`src/rtl/jtag_mailbox_pkg.sv`:
```
// Shared types and default sizing for the JTAG mailbox.
// Holds the client handshake FSM encoding and the default word width / FIFO depth.
package jtag_mailbox_pkg;

  localparam int unsigned DefWidth     = 32;
  localparam int unsigned DefDepthLog2 = 4;

  typedef enum logic [1:0] {
    StIdle = 2'd0,
    StAck  = 2'd1,
    StGap  = 2'd2
  } hs_state_e;

endpackage

```
`src/rtl/mailbox_fifo.sv`:
```
// Synchronous first-word-fall-through FIFO with occupancy output and synchronous flush.
// A push into a full FIFO is accepted when a pop happens in the same cycle.
module mailbox_fifo
  import jtag_mailbox_pkg::*;
#(
  parameter int unsigned WIDTH      = DefWidth,
  parameter int unsigned DEPTH_LOG2 = DefDepthLog2
) (
  input  logic                  clk,
  input  logic                  reset_n,
  input  logic                  flush,
  input  logic                  in_valid,
  input  logic [WIDTH-1:0]      in_data,
  output logic                  in_ready,
  output logic                  out_valid,
  output logic [WIDTH-1:0]      out_data,
  input  logic                  out_ready,
  output logic [DEPTH_LOG2:0]   level
);

  localparam int unsigned Depth  = 1 << DEPTH_LOG2;
  localparam int unsigned LevelW = DEPTH_LOG2 + 1;

  logic [WIDTH-1:0]      mem [Depth];
  logic [DEPTH_LOG2-1:0] wr_ptr_q, rd_ptr_q;
  logic [DEPTH_LOG2:0]   level_q;
  logic                  full, empty, do_push, do_pop;

  // Level never exceeds Depth, so its MSB alone marks full.
  assign full    = level_q[DEPTH_LOG2];
  assign empty   = (level_q == '0);
  assign do_pop  = out_ready && !empty;
  assign do_push = in_valid && (!full || do_pop);

  assign in_ready  = reset_n && !full;
  assign out_valid = !empty;
  assign out_data  = mem[rd_ptr_q];
  assign level     = level_q;

  always_ff @(posedge clk or negedge reset_n) begin
    if (!reset_n) begin
      wr_ptr_q <= '0;
      rd_ptr_q <= '0;
      level_q  <= '0;
    end else if (flush) begin
      wr_ptr_q <= '0;
      rd_ptr_q <= '0;
      level_q  <= '0;
    end else begin
      if (do_push) wr_ptr_q <= wr_ptr_q + DEPTH_LOG2'(1);
      if (do_pop)  rd_ptr_q <= rd_ptr_q + DEPTH_LOG2'(1);
      if (do_push && !do_pop) begin
        level_q <= level_q + LevelW'(1);
      end else if (!do_push && do_pop) begin
        level_q <= level_q - LevelW'(1);
      end
    end
  end

  always_ff @(posedge clk) begin
    if (do_push && !flush) mem[wr_ptr_q] <= in_data;
  end

endmodule

```
`src/rtl/jtag_mailbox.sv`:
```
// Client req/wr/ack responder bridging two host valid/ready streams through a pair of FIFOs.
// Each transfer is IDLE -> ACK -> GAP, so acks are single-cycle and at least three cycles apart.
module jtag_mailbox
  import jtag_mailbox_pkg::*;
#(
  parameter int unsigned WIDTH      = DefWidth,
  parameter int unsigned DEPTH_LOG2 = DefDepthLog2
) (
  input  logic                clk,
  input  logic                reset_n,
  input  logic                req,
  input  logic                wr,
  input  logic [WIDTH-1:0]    d,
  output logic [WIDTH-1:0]    q,
  output logic                ack,
  input  logic                h_rx_valid,
  input  logic [WIDTH-1:0]    h_rx_data,
  output logic                h_rx_ready,
  output logic                h_tx_valid,
  output logic [WIDTH-1:0]    h_tx_data,
  input  logic                h_tx_ready,
  input  logic                flush,
  output logic [DEPTH_LOG2:0] rx_level,
  output logic [DEPTH_LOG2:0] tx_level
);

  hs_state_e        state_q, state_d;
  logic [WIDTH-1:0] q_q;
  logic [WIDTH-1:0] rx_data;
  logic             tx_not_full, rx_not_empty, tx_push, rx_pop;

  mailbox_fifo #(
    .WIDTH     (WIDTH),
    .DEPTH_LOG2(DEPTH_LOG2)
  ) u_tx_fifo (
    .clk      (clk),
    .reset_n  (reset_n),
    .flush    (flush),
    .in_valid (tx_push),
    .in_data  (d),
    .in_ready (tx_not_full),
    .out_valid(h_tx_valid),
    .out_data (h_tx_data),
    .out_ready(h_tx_ready),
    .level    (tx_level)
  );

  mailbox_fifo #(
    .WIDTH     (WIDTH),
    .DEPTH_LOG2(DEPTH_LOG2)
  ) u_rx_fifo (
    .clk      (clk),
    .reset_n  (reset_n),
    .flush    (flush),
    .in_valid (h_rx_valid),
    .in_data  (h_rx_data),
    .in_ready (h_rx_ready),
    .out_valid(rx_not_empty),
    .out_data (rx_data),
    .out_ready(rx_pop),
    .level    (rx_level)
  );

  always_ff @(posedge clk or negedge reset_n) begin
    if (!reset_n) state_q <= StIdle;
    else          state_q <= state_d;
  end

  always_comb begin
    state_d = state_q;
    unique case (state_q)
      StIdle:  if (tx_push || rx_pop) state_d = StAck;
      StAck:   state_d = StGap;
      StGap:   state_d = StIdle;
      default: state_d = StIdle;
    endcase
    if (flush) state_d = StIdle;
  end

  // The FIFO transfer happens on the edge that enters ACK; req is only looked at in IDLE.
  always_comb begin
    ack     = (state_q == StAck);
    tx_push = (state_q == StIdle) && req && wr && tx_not_full && !flush;
    rx_pop  = (state_q == StIdle) && req && !wr && rx_not_empty && !flush;
  end

  always_ff @(posedge clk or negedge reset_n) begin
    if (!reset_n)    q_q <= '0;
    else if (rx_pop) q_q <= rx_data;
  end

  assign q = q_q;

endmodule

```
`config.mk`:
```
export PLATFORM = sky130hd
export DESIGN_NAME = jtag_mailbox
export DESIGN_NICKNAME = d
export VERILOG_FILES = /design/src/rtl/jtag_mailbox_pkg.sv /design/src/rtl/mailbox_fifo.sv /design/src/rtl/jtag_mailbox.sv
export SDC_FILE = /design/constraint.sdc
export NUM_CORES = 1
export LEC_CHECK = 0
export CORE_ASPECT_RATIO = 1.4
export CORE_MARGIN = 2
export CORE_UTILIZATION = 40
export DETAILED_ROUTE_END_ITERATION = 8
export HOLD_SLACK_MARGIN = 0.02
export PLACE_DENSITY_LB_ADDON = 0.08
export SLEW_MARGIN = 20
export SYNTH_ARGS = -nofsm -noshare
export SYNTH_HDL_FRONTEND = slang
export SYNTH_HIERARCHICAL = 1
export SYNTH_SLANG_ARGS = --single-unit
```
`constraint.sdc`:
```
create_clock -name clk -period 3.2 [get_ports clk]
set_input_delay 0.64 -clock clk [delete_from_list [all_inputs] [get_ports clk]]
set_output_delay 0.64 -clock clk [all_outputs]
set_load 0.01 [all_outputs]
```
# Word-level counts from Yosys, hierarchy flattened

Memory sizes are Yosys's and may differ from the RTL's. A register that Yosys moved wholly into a read port is not among the register bits.
Index checks and enable logic that the tools add are counted.

Add/subtract/negate cells: 8
Mux-type cells: 21
Eq/ne operators: 2
Reduce and logical (&&, ||, !) cells: 42

Operators with widths:

| operator                                          | count |
|---|---|
| two-way mux 4 bit                                 | 8 |
| two-way mux 5 bit                                 | 6 |
| logical AND 1 bit                                 | 19 |
| adder 4 x 1 -> 4 bit (second input constant)      | 4 |
| zero test 1 bit                                   | 11 |
| adder 5 x 1 -> 5 bit (second input constant)      | 2 |
| zero test 5 bit                                   | 2 |
| subtractor 5 x 1 -> 5 bit (second input constant) | 2 |
| nonzero test 2 bit                                | 4 |
| nonzero test 3 bit                                | 2 |
| two-way mux 1 bit                                 | 4 |
| two-way mux 2 bit                                 | 2 |
| case mux 2 bit (2 select lines)                   | 1 |
| logical OR 1 bit                                  | 3 |
| != test 3 bit (second input constant)             | 1 |
| == test 2 x 1 -> 1 bit (second input constant)    | 1 |
| zero test 2 bit                                   | 1 |

Memory bits (writable): 1024
Bits of input ports: 71
Memories: 2
Word-level logic and storage cells: 82
Output and inout bits: 77
Register bits after elaboration: 28

Memory list:

| memory        | words | bits a word | read ports | clocked after memory_dff | write ports | line               | text |
|---|---|---|---|---|---|---|---|
| u_rx_fifo.mem | 16    | 32          | 1          | 1                        | 1           | mailbox_fifo.sv:24 | `logic [WIDTH-1:0] mem [Depth];` |
| u_tx_fifo.mem | 16    | 32          | 1          | 0                        | 1           | mailbox_fifo.sv:24 |  |

# Depth between registers and ports, before layout

Depth after elaboration: 13
Mapped depth: 13

# Cells and area by module

Netlist, hierarchy kept.

Modules (own cells, without submodules):

| module                    | area each (sq um) | cells an instance | instances | seq. area each (sq um) |
|---|---|---|---|---|
| mailbox_fifo at u_rx_fifo | 20138.1           | 896               | 1         | 15700.1 |
| mailbox_fifo at u_tx_fifo | 20123.0           | 903               | 1         | 15700.1 |
| jtag_mailbox              | 1442.6            | 78                | 1         | 850.8 |

# Worst setup path before layout

No wires, ideal clock.

Path type: input -> register
From: input port flush
To: memory u_tx_fifo/mem[10][0] (netlist bit), enable pin
Data arrival time: 3.227 ns
Stages: 7
Setup slack: -0.448 ns
Buffers on the path: 2
Required time: 2.779 ns
Setup time: 0.421 ns
Path through: or3_4 -> nor2_1 -> clkbuf_1 -> and2_1 -> clkbuf_1 -> nand3_1 -> nor2_1

Longest elaborated chain between the ends: 6

RTL lines:

| element                                 | line               | text |
|---|---|---|
| start: declaration                      | jtag_mailbox.sv:22 | `input logic flush,` |
| zero test 1 bit                         | jtag_mailbox.sv:83 | `tx_push = (state_q == StIdle) && req && wr && tx_not_full && !flush;` |
| logical AND 1 bit                       | jtag_mailbox.sv:83 |  |
| named net tx_push                       | jtag_mailbox.sv:30 | `logic tx_not_full, rx_not_empty, tx_push, rx_pop;` |
| logical AND 1 bit                       | mailbox_fifo.sv:33 | `assign do_push = in_valid && (!full \|\| do_pop);` |
| logical AND 1 bit                       | mailbox_fifo.sv:61 | `if (do_push && !flush) mem[wr_ptr_q] <= in_data;` |
| two-way mux 1 bit                       | mailbox_fifo.sv:61 |  |
| two-way mux 1 bit (not written as such) | mailbox_fifo.sv:61 |  |
| end: declaration                        | mailbox_fifo.sv:24 |  |

The timed path passes the listed nets, and every way through them passes these cells.

# Worst setup path after layout

From: register u_tx_fifo.rd_ptr_q[0]
To: output port h_tx_data[21]

Longest elaborated chain between the ends: 1

RTL lines:

| element                   | line               | text |
|---|---|---|
| start: declaration        | mailbox_fifo.sv:25 | `logic [DEPTH_LOG2-1:0] wr_ptr_q, rd_ptr_q;` |
| start signal: assignment  | mailbox_fifo.sv:51 | `if (do_pop) rd_ptr_q <= rd_ptr_q + DEPTH_LOG2'(1);` |
| memory read (16 x 32 bit) | --                 |  |
| end: declaration          | jtag_mailbox.sv:20 | `output logic [WIDTH-1:0] h_tx_data,` |

Every way passes these cells.

==> impl_metrics.json <==
{
  "wl_met2_um": 52800,
  "die_w_um": 277,
  "numPortBuffers": 147,
  "hold_path_depth": 1,
  "top_layer_used": "met5",
  "drtIter0Drc": 1366,
  "yosysUniqueCellTypes": 57,
  "antenna_left": 0,
  "die_height_um": 386,
  "synth-seq-area-share": 0.773,
  "setup_viol": 7,
  "met1Wirelength_um": 38300,
  "relSlewSlack": 0.376,
  "seq_power_share": 0.469,
  "avgSynthCellArea_um2": 22.2,
  "wl_met3_um": 3410,
  "rrSetupSlack_ns": 0.15,
  "combPwrFrac": 0.187,
  "drt_wl_total_um": 96700,
  "insertion_delay_ns": 0.70,
  "netlist_area_um2": 41700,
  "powerDensity_nw_per_um2": 676,
  "fin_nets": 2336,
  "fin_skew_ns": 0.0244,
  "r2r-end": "u_rx_fifo/level[4]",
  "fp.dieArea_um2": 107000,
  "initial_core_util": 0.402,
  "cts_sinks": 1084,
  "whs_ns": 0.470,
  "wl_per_cell_um": 26.3,
  "synthArstFlopShare": 0.0554,
  "vias_per_cell": 5.37,
  "pre_cts_ws_ns": -0.447,
  "cell_internal_pwr_mw": 26.1,
  "hold_class": "flop to flop",
  "fin_crit_ns": 3.26,
  "cts_buffer_depth": 3,
  "violations": "negative setup slack",
  "path_clk_slew_ns": 0.07,
  "r2r_cells": 13,
  "drtPass1Iterations": 5,
  "holdPathEnd": "state_q[1]",
  "slew_viol_final": 0,
  "grt_pass1_vias": 21596,
  "fp-row-count": 140,
  "cts_tree": "yes",
  "rsz0062_at_grt": "yes",
  "vias": 19775,
  "drc": 0,
  "max_cap_violations": 0,
  "grt_overflow_total": 0,
  "cp-end-kind": "output port",
  "drive_gt1_frac": 0.346,
  "htree_levels": 3,
  "synth_seq_cells": 1084,
  "fmax_mhz": 306,
  "pin_count": 148,
  "tns_ns": -0.301,
  "r2r-start": "u_rx_fifo/level[0]",
  "p_total_mw": 34.5,
  "synth_edf_count": 1024,
  "grt_pass1_wl_um": 144000,
  "arrival_ns": 2.62,
  "min_period_over_period": 1.02,
  "worstSetupPathType": "flop to output port",
  "synth_nets": 1968,
  "timing.final.ws_setup_ns": -0.0637,
  "p_sw_frac": 0.242,
  "clkPwrFrac": 0.344,
  "cts_root_buffer": "clkbuf_16",
  "hp-start": "state_q[1]",
  "crit_required_ns": 2.56,
  "synth_warnings": 6,
  "run_status": "finished, violations left",
  "p_sw_mw": 8.35,
  "gp_congestion": 0.741,
  "leakagePower_nw": 16.3,
  "syn2layout_area_growth_pct": 22.3,
  "post-dp-hpwl_um": 61600,
  "syn_inst": 1877,
  "cts_buffers": 104,
  "grt_max_degree": 44,
  "finalHoldViolCount": 0,
  "core_um2": 104000,
  "ir_drop_v": 0.000449,
  "antenna_found_initial": 6,
  "path_max_fanout": 7,
  "cp-start-kind": "flop",
  "track_usage": 0.183,
  "synth_ff_type": "edfxtp_1",
  "worst_pin_slew_ns": 0.935
}
## power by group through the flow
stage,registers [mW],clock network (mW),logic [mW]
2_1_floorplan,16.5,0,3.20
3_3_place_gp,16.5,0,5.51
5_1_grt,16.2,12.7,6.94
4_1_cts,16.2,12.2,6.51
6_report,16.2,11.9,6.46
3_5_place_dp,16.5,0,5.55
## worst max-delay path, cell delays in order (launching register included)
cell	delay [ns]
dfrtp_4	0.51
buf_8	0.16
buf_12	0.15
buf_6	0.12
buf_6	0.10
mux4_2	0.42
a22oi_2	0.22
nand2_1	0.09
buf_2	0.15
## how the worst max path moves through the flow
stage | start | to | slack, ns | cells past startpoint
4_1_cts | u_tx_fifo/rd_ptr_q[0] | h_tx_data[21] | -0.16 | 8
5_1_grt | u_tx_fifo/rd_ptr_q[0] | h_tx_data[24] | -0.16 | 8
2_1_floorplan | flush | u_tx_fifo/mem[10][0] | -0.45 | 7
3_3_place_gp | flush | u_rx_fifo/mem[12][24] | -0.49 | 10
6_report | u_tx_fifo/rd_ptr_q[0] | h_tx_data[21] | -0.06 | 8
3_5_place_dp | flush | u_rx_fifo/mem[12][18] | -0.45 | 10
## what timing repair did
| action | in CTS | in global routing |
|---|---|---|
| hold endpoints to repair | 26 | 0 |
| gates resized for setup | 227 | 29 |
| hold buffers | 1 | 0 |
| buffers inserted | 45 | 14 |
| setup endpoints to repair | 34 | 32 |
| gates cloned | 8 | 0 |
| pin swaps | 49 | 41 |
## registers in the layout, summed over array words and instances (netlist names)
name                flops
u_tx_fifo/rd_ptr_q      4
u_rx_fifo/wr_ptr_q      4
u_rx_fifo/mem         512
q                      32
u_tx_fifo/wr_ptr_q      4
u_rx_fifo/level         5
state_q                 2
u_tx_fifo/mem         512
u_rx_fifo/rd_ptr_q      4
u_tx_fifo/level         5
## synthesized netlist by cell type (3+ instances only)
master	count	area [um2]
o211ai_1	4	30.0
o21ai_0	3	15.0
a22oi_1	128	961
ha_1	18	225
nand2_1	72	270
nor2_1	41	154
buf_1	16	60.1
nand2b_1	4	25.0
inv_1	13	48.8
nand4b_1	4	35.0
mux4_2	256	5770
mux2i_1	3	30.0
edfxtp_1	1024	30700
a21oi_1	10	50.1
buf_6	10	113
xnor2_1	4	35.0
buf_4	11	82.6
dfrtp_1	60	1500
mux2_4	29	435
nor4_1	4	25.0
nand3_1	11	55.1
xor2_1	10	87.6
and3_1	4	25.0
nor2b_1	8	50.1
and2_1	21	131
clkbuf_1	50	188
a21o_1	3	22.5
mux2_2	3	33.8
buf_2	11	55.1
a211oi_1	3	22.5
o21ai_1	3	15.0
buf_12	3	60.1
## routing by layer
layer  global-route usage  vias to the layer above
met3               0.0264                      139
met4               0.0579                        8
met2                0.340                      372
met1                0.220                    10639
li1                     -                     8617
met5                    0                        -
## metrics by stage
| step | instances | util | instance area [um2] |
|---|---|---|---|
| 6_report | 3683 | 0.492 | 51000 |
| 3_3_place_gp | 3425 | 0.450 | 46700 |
| 3_5_place_dp | 3425 | 0.450 | 46700 |
| 4_1_cts | 3671 | 0.490 | 50800 |
| 5_1_grt | 3683 | 0.492 | 51000 |
| 2_1_floorplan | 1877 | - | 41800 |
## area by class of cell
type	instances	area (um2)
clock buffer	144	2810
multi-input combinational	678	9340
sequential	1084	32300
antenna	1	2.50
tap	1349	1690
fill	8469	52700
clock inverter	50	462
inverter	14	57.6
timing repair buffer	363	4360
## cell families after synthesis
group,Yosys count,share of synthesized area
AOI/OAI and AO/OA,168,0.0307
xor gates and xnor gates,14,0.00294
adders and majority gates,20,0.00636
buffers and inverters,115,0.0148
DFF,1084,0.773
muxes,291,0.150
and+or+nand+nor,185,0.0217
## cells in the final DEF (no fill, tap or decap), drive strengths merged, types with 22 or more instances in the layout
master	instances
a22oi	128
and2	22
buf	247
clkbuf	145
clkdlybuf4s50	113
clkinv	39
dfrtp	60
edfxtp	1024
mux2	32
mux4	256
nand2	72
nor2	41
Note: power is estimated with default switching activity, not from simulation.
